--- src/rtl/rca_digit_serial.sv ---
// rca_digit_serial: digit-serial ripple-carry adder.
// Adds two WIDTH-bit operands DIGIT bits per clock over NDIG = WIDTH/DIGIT
// ADD cycles. A one-cycle done pulse follows. s/cout/ovf are registered and
// only update on the completion edge.
//
// Optional feature: define RCA_DIGIT_SERIAL_SUB_EN to add the 'sub' port.
// With sub=1 at start, the block computes A-B (cin ignored), and cout=1
// means no borrow.
//
// Ports:
//   clk    - clock, rising edge
//   reset  - asynchronous active-high reset
//   start  - operation request, sampled only in IDLE
//   a, b   - operands, captured on the accepted start edge
//   cin    - carry-in, captured on the accepted start edge
//   sub    - subtract select (RCA_DIGIT_SERIAL_SUB_EN only)
//   busy   - high whenever the FSM is not IDLE
//   done   - one-cycle completion pulse
//   s      - registered sum (mod 2^WIDTH)
//   cout   - registered carry out of bit WIDTH-1
//   ovf    - registered two's-complement overflow
module rca_digit_serial #(
    parameter int unsigned WIDTH = 16,
    parameter int unsigned DIGIT = 4
) (
    input  logic             clk,
    input  logic             reset,
    input  logic             start,
    input  logic [WIDTH-1:0] a,
    input  logic [WIDTH-1:0] b,
    input  logic             cin,
`ifdef RCA_DIGIT_SERIAL_SUB_EN
    input  logic             sub,
`endif
    output logic             busy,
    output logic             done,
    output logic [WIDTH-1:0] s,
    output logic             cout,
    output logic             ovf
);

    localparam int unsigned NDIG = WIDTH / DIGIT;
    localparam int unsigned IDXW = (NDIG > 1) ? $clog2(NDIG) : 1;

    typedef enum logic [1:0] {IDLE, ADD, DONE} state_t;

    state_t            state;
    logic [WIDTH-1:0]  a_r;
    logic [WIDTH-1:0]  b_r;
    logic [WIDTH-1:0]  sum_r;
    logic              carry;
    logic [IDXW-1:0]   idx;

    logic [DIGIT-1:0]  a_dig;
    logic [DIGIT-1:0]  b_dig;
    logic [DIGIT:0]    dsum;
    logic              c_top;
    logic [WIDTH-1:0]  sum_next;
    logic              last;

    always_comb begin
        a_dig    = a_r[idx*DIGIT +: DIGIT];
        b_dig    = b_r[idx*DIGIT +: DIGIT];
        dsum     = {1'b0, a_dig} + {1'b0, b_dig} + {{DIGIT{1'b0}}, carry};
        // Carry into the digit's top bit recovered from sum = a ^ b ^ cin;
        // on the last digit this is the carry into bit WIDTH-1.
        c_top    = dsum[DIGIT-1] ^ a_dig[DIGIT-1] ^ b_dig[DIGIT-1];
        // Completed sum including the digit being added this cycle.
        sum_next = sum_r;
        sum_next[idx*DIGIT +: DIGIT] = dsum[DIGIT-1:0];
        last     = (idx == IDXW'(NDIG - 1));
    end

    assign busy = (state != IDLE);

    always_ff @(posedge clk or posedge reset) begin
        if (reset) begin
            state <= IDLE;
            a_r   <= '0;
            b_r   <= '0;
            sum_r <= '0;
            carry <= 1'b0;
            idx   <= '0;
            done  <= 1'b0;
            s     <= '0;
            cout  <= 1'b0;
            ovf   <= 1'b0;
        end else begin
            case (state)
                IDLE: begin
                    done <= 1'b0;
                    if (start) begin
                        a_r   <= a;
                        idx   <= '0;
                        sum_r <= '0;
`ifdef RCA_DIGIT_SERIAL_SUB_EN
                        b_r   <= sub ? ~b : b;
                        carry <= sub ? 1'b1 : cin;
`else
                        b_r   <= b;
                        carry <= cin;
`endif
                        state <= ADD;
                    end
                end
                ADD: begin
                    sum_r <= sum_next;
                    carry <= dsum[DIGIT];
                    if (last) begin
                        idx   <= '0;
                        s     <= sum_next;
                        cout  <= dsum[DIGIT];
                        ovf   <= c_top ^ dsum[DIGIT];
                        done  <= 1'b1;
                        state <= DONE;
                    end else begin
                        idx <= idx + 1'b1;
                    end
                end
                DONE: begin
                    done  <= 1'b0;
                    state <= IDLE;
                end
                default: begin
                    done  <= 1'b0;
                    state <= IDLE;
                end
            endcase
        end
    end

endmodule

--- config.mk ---
export PLATFORM = sky130hd
export DESIGN_NAME = rca_digit_serial
export DESIGN_NICKNAME = d
export VERILOG_FILES = /design/src/rtl/rca_digit_serial.sv
export SDC_FILE = /design/constraint.sdc
export NUM_CORES = 1
export LEC_CHECK = 0
export CORE_MARGIN = 2
export CORE_UTILIZATION = 30
export DETAILED_ROUTE_END_ITERATION = 10
export PLACE_DENSITY = 0.51
export SLEW_MARGIN = 20
export SYNTH_ARGS = -nofsm -noshare
export SYNTH_HDL_FRONTEND = slang
export SYNTH_SLANG_ARGS = --single-unit
export TNS_END_PERCENT = 10
--- constraint.sdc ---
create_clock -name clk -period 3.4 [get_ports clk]
set_clock_uncertainty 0.1 [all_clocks]
set_input_delay 0.34 -clock clk [delete_from_list [all_inputs] [get_ports clk]]
set_output_delay 0.34 -clock clk [all_outputs]
set_load 0.05 [all_outputs]
==> flow_summary_export.csv, run 1 <==
group,metric,value,unit
outcome,status,"completed",
synthesis,yosys.area_share.xor_xnor,0.0147,
timing,relSlewSlack,0.503,
synthesis,synth_top_family_by_area,"multiplexers",
synthesis,syn-cell-area,3320,µm²
clock_network,numCtsBuffers,9,
floorplan,die_area,11900,µm²
synthesis,yosys.area_share.simple,0.0879,
timing,tightest_slew,744,ps
route,num_vias,2211,
clock_network,clock_path_buffers,2,
synthesis,synthMuxAreaShare,0.163,
synthesis,synth_warnings,0,
clock_network,cts_resized,0,
synthesis,ys_seq_elements,72,
route,ant_nets,0,
timing,setup_viol,0,
layout,stdcell_count,467,
timing,slew_viol_final,0,
clock_network,clk_latency,350,ps
synthesis,synth-compound-area-share,0.121,
route,wirelength,6920,µm
route,wl_per_cell,14.8,µm
floorplan,die_height,109,µm
synthesis,yosysTopAreaCell,"dfrtp_1",
synthesis,yosysTopAreaCellShare,0.543,
timing,hold_viol,0,
clock_network,postCtsHoldBufs,0,
synthesis,netlist_instances,261,
synthesis,synth.distinct_cells,35,
setup_path,cp_max_fo,6,
timing,layout_min_cycle_time,3070,ps
timing,finalCritPeriodShare,0.903,
min_path,min_path_type,"primary input to asynchronous set/reset pin",
synthesis,synthAdderAreaFrac,0.0460,
clock_network,cts_root_buf,"clkbuf_8",
setup_path,critPathCaptureType,"register",
layout,final_net_count,369,
placement,hpwl,4940,µm
floorplan,pin_count,56,
floorplan,core,10800,µm²
clock_network,cts_sinks,72,
synthesis,postSynthNetCount,308,
setup_path,crit_arrival,3240,ps
layout,post-route-util,0.399,
clock_network,cts_tree,"built",
clock_network,cts_setup_buffers,0,
setup_path,path_class,"register to register",
global_route,grt_overflow,0,
clock_network,clk_pin_slew,80,ps
synthesis,synth_seq_area_share,0.543,
run,cap_violations,0,
placement,gp_congestion,0.746,
layout,drive_gt1_frac,0.119,
global_route,grt_pass1_wl,11500,µm
route,dr.pass1.iters,4,
clock_network,cts-htree-levels,3,
floorplan,initial_utilization,0.307,
timing,rsz0062_at_grt,"no",
layout,syn2layout_area_growth,30.0,%
timing,fmax,326,MHz
placement,port_buffers,55,
global_route,antenna_found_initial,0,
route,drtIter0Drc,86,
layout,antenna_cells,0,
global_route,grt_usage,0.128,
route,drc,0,
floorplan,std_cell_rows,38,
setup_path,required,3570,ps
timing,tns,0,ps
floorplan,die_x,109,µm
synthesis,syn_avg_cell_area,12.7,µm²
global_route,grt_max_degree,40,
global_route,grt_pass1_vias,2220,
placement,placed_cells,451,
synthesis,synth_area_leaders,"dfrtp_1, mux2_1, mux4_2",
route,vias_per_cell,4.73,
setup_path,start_kind,"register",
final cells by class:
cell class,instances,area [µm²]
Fill cell,1068,6480
Sequential cell,72,1800
Multi-Input combinational cell,171,1440
Timing Repair Buffer,63,623
Tap cell,140,175
Clock buffer,10,138
Clock inverter,6,115
Inverter,5,18.8
layer usage:
layer  part of all wire  GRT usage  up-vias
met5                  0          0        -
met1               0.49      0.177     1088
met2               0.45      0.196       50
met4              0.016     0.0467        0
met3              0.039     0.0287       11
li1                   -          -     1062
registers in the layout (all words and copies together) (netlist names):
signal / count
sum_r: 16
state: 2
ovf: 1
done: 1
cout: 1
idx: 2
carry: 1
b_r: 16
s: 16
a_r: 16
logic make-up after synthesis:
| kind of cell | count (synthesis) |
|---|---|
| DFF | 72 |
| adders and majority gates | 11 |
| AOI/OAI and AO/OA | 64 |
| and+or+nand+nor | 52 |
| muxes | 40 |
| xor gates and xnor gates | 4 |
| buffers and inverters | 18 |
final timing paths:
kind	start	endpoint	slack, ps	depth (start not counted)
min in group clk	b_r[10]$_DFFE_PP0P_	b_r[10]$_DFFE_PP0P_	380	1
min	reset	a_r[11]$_DFFE_PP0P_	350	2
max in group asynchronous	reset	s[1]$_DFFE_PP0P_	2200	3
max	idx[0]$_DFFE_PP0P_	ovf$_DFFE_PP0P_	330	8
min reg2reg	b_r[10]$_DFFE_PP0P_	b_r[10]$_DFFE_PP0P_	380	1
max reg2reg	idx[0]$_DFFE_PP0P_	ovf$_DFFE_PP0P_	330	8
critical path, cell delays in order (launching register included):
cell and delay, ps:
dfrtp_1 540, mux4_2 570, fa_1 440, fa_1 420, a21o_1 190, a21oi_1 200
xnor3_1 270, xnor2_1 130, o21ai_1 140
through the flow:
stage                     setup WS, ps  hold WS [ps]  instance area (µm²)
after global placement             383           363                 4060
after floorplan                    325           352                 3320
after global routing               165           401                 4310
after detailed placement           345           373                 4060
after CTS                          298           362                 4310
final                              328           346                 4310
cell usage after synthesis, drive strengths merged:
cell type  number
nor3            2
mux4            8
nor2b          17
nand2          22
dfrtp          72
nor2            4
fa              2
xnor2           2
ha              9
o22ai           1
mux2           32
or2             1
nor4bb          1
a32o            8
a22o            8
a21oi          18
xnor3           1
inv             5
o31ai           1
a21o            2
clkbuf          7
nor4b           1
nand2b          1
o21ai          25
buf             6
a22oi           1
or3             1
xor2            1
and2            2
cell usage in the layout, fill, tap and decap left out, drive strengths merged, types with 4 or more instances in the layout:
cell type | synthesis | routed
ha | 9 | 9
a32o | 8 | 8
a21oi | 18 | 18
mux4 | 8 | 8
o21ai | 25 | 25
clkdlybuf4s50 | 0 | 55
nor2 | 4 | 4
a22o | 8 | 8
dfrtp | 72 | 72
buf | 6 | 8
nand2 | 22 | 22
inv | 5 | 6
clkbuf | 7 | 10
mux2 | 32 | 32
nor2b | 17 | 17
Power of run 1 is left out: the tool's default activity adds up to more than one toggle a clock period on the data nets, which glitch-free logic cannot reach.
==> run 2: changes to the inputs <==
--- a/config.mk
+++ b/config.mk
@@ -6,9 +6,10 @@
 export NUM_CORES = 1
 export LEC_CHECK = 0
 export CORE_MARGIN = 2
-export CORE_UTILIZATION = 30
+export CORE_UTILIZATION = 53
 export DETAILED_ROUTE_END_ITERATION = 10
-export PLACE_DENSITY = 0.51
+export MAX_ROUTING_LAYER = met4
+export PLACE_DENSITY = 0.81
 export SLEW_MARGIN = 20
 export SYNTH_ARGS = -nofsm -noshare
 export SYNTH_HDL_FRONTEND = slang
==> run 2 against run 1 <==
Against the previous run: maximum frequency decreased by 2.0%; first-iteration DRC count is 80% higher; critical path depth did not move.
==> flow_summary_export.csv, run 2 (same netlist as run 1, synthesis figures left out) <==
group,metric,value,unit
placement,port_buffers,55,
clock_network,cts_tree,"built",
clock_network,cts_root_buf,"clkbuf_8",
route,num_vias,2247,
run,cap_violations,0,
timing,slew_viol_final,0,
route,wirelength,6550,µm
clock_network,cts_resized,0,
route,drtIter0Drc,155,
setup_path,reg2reg_from,"idx[0]$_DFFE_PP0P_",
layout,syn2layout_area_growth,26.8,%
layout,drive_gt1_frac,0.116,
global_route,grt_pass1_vias,2330,
setup_path,r2r_end,"ovf$_DFFE_PP0P_",
placement,placed_cells,386,
floorplan,pin_count,56,
min_path,hold_start,"s[9]$_DFFE_PP0P_",
floorplan,core,5990,µm²
setup_path,start_kind,"register",
setup_path,crit_top_cell,"fa_1",
timing,layout_min_cycle_time,3130,ps
layout,multi_input_area,1440,µm²
clock_network,cts-htree-levels,3,
layout,layout_common_cells,"dfrtp_1, clkdlybuf4s50_1, mux2_1, o21ai_1, nand2_1",
clock_network,clk_pin_slew,70,ps
floorplan,std_cell_rows,28,
setup_path,rrSetupSlack,270,ps
clock_network,cts_setup_buffers,0,
setup_path,cpMaxStageDelayCell,"mux4_2",
clock_network,cts_sinks,72,
setup_path,path_class,"register to register",
layout,final_common_cell,"dfrtp_1",
global_route,grt_overflow,0,
setup_path,r2r_cells,8,
floorplan,initial_utilization,0.553,
route,dr.pass1.iters,4,
route,wl_per_cell,16.3,µm
layout,regArea,1800,µm²
route,vias_per_cell,5.59,
floorplan,die_x,83.1,µm
timing,hold_viol,0,
timing,finalCritPeriodShare,0.922,
timing,fmax,319,MHz
placement,gp_congestion,0.820,
global_route,grt_max_degree,73,
layout,stdcell_count,402,
timing,tns,0,ps
clock_network,clk_latency,350,ps
clock_network,numCtsBuffers,9,
route,ant_nets,0,
global_route,grt_usage,0.212,
route,drc,0,
min_path,whs_endpoint,"s[9]$_DFFE_PP0P_",
setup_path,cp_max_fo,6,
setup_path,slowest_delay,570,ps
layout,final_net_count,369,
layout,post-route-util,0.702,
clock_network,postCtsHoldBufs,0,
placement,hpwl,4520,µm
setup_path,path_cells,"mux4_2 > fa_1 > fa_1 > a21o_1 > a21oi_1 > xnor3_1 > xnor2_1 > o21ai_1",
min_path,min_path_type,"register to register",
layout,fillers,430,
setup_path,crit_arrival,3270,ps
global_route,antenna_found_initial,0,
timing,relSlewSlack,0.413,
setup_path,required,3530,ps
outcome,status,"completed",
setup_path,critPathCaptureType,"register",
timing,setup_viol,0,
floorplan,die_height,83.1,µm
clock_network,clock_path_buffers,2,
layout,antenna_cells,0,
timing,rsz0062_at_grt,"no",
min_path,min_path_cells,2,
timing,tightest_slew,880,ps
global_route,grt_pass1_wl,11200,µm
floorplan,die_area,6900,µm²
-- run 2: per-layer routing --
| layer | vias to the layer above | track usage | part of all wire |
|---|---|---|---|
| met5 | - | - | 0 |
| met1 | 1106 | 0.269 | 0.45 |
| met4 | 0 | 0.0969 | 0.018 |
| met2 | 66 | 0.331 | 0.49 |
| li1 | 1066 | - | - |
| met3 | 9 | 0.0427 | 0.042 |
-- run 2: through the flow --
stage	hold WS, ps	area, µm²	setup WS, ps
floorplan	352	3320	325
global placement	362	3960	367
detailed placement	373	3960	281
CTS	390	4210	232
global route	399	4210	94.5
finish	386	4210	266
-- run 2: how the worst max path moves through the flow --
stage               cells after the start  slack (ps)          startpoint         endpoint
finish                                  8         270  idx[0]$_DFFE_PP0P_  ovf$_DFFE_PP0P_
global route                            8          90  idx[0]$_DFFE_PP0P_  ovf$_DFFE_PP0P_
CTS                                     8         230  idx[0]$_DFFE_PP0P_  ovf$_DFFE_PP0P_
detailed placement                      8         280  idx[0]$_DFFE_PP0P_  ovf$_DFFE_PP0P_
global placement                        8         370  idx[0]$_DFFE_PP0P_  ovf$_DFFE_PP0P_
floorplan                               9         320  idx[0]$_DFFE_PP0P_  ovf$_DFFE_PP0P_
-- run 2: critical path: cells and delay by family (launching register included) --
| kind | cells | cell delay, ps |
|---|---|---|
| mux | 1 | 570 |
| fa+ha+maj | 2 | 860 |
| flops | 1 | 520 |
| compound gates | 3 | 520 |
| xor+xnor | 2 | 450 |
-- run 2: cell type report --
cell class                      count  area share
Clock buffer                       11      0.0336
Clock inverter                      5      0.0247
Inverter                            5     0.00446
Multi-Input combinational cell    171       0.341
Sequential cell                    72       0.428
Tap cell                           75      0.0223
Timing Repair Buffer               63       0.145
Power of run 2 is left out for the same reason.
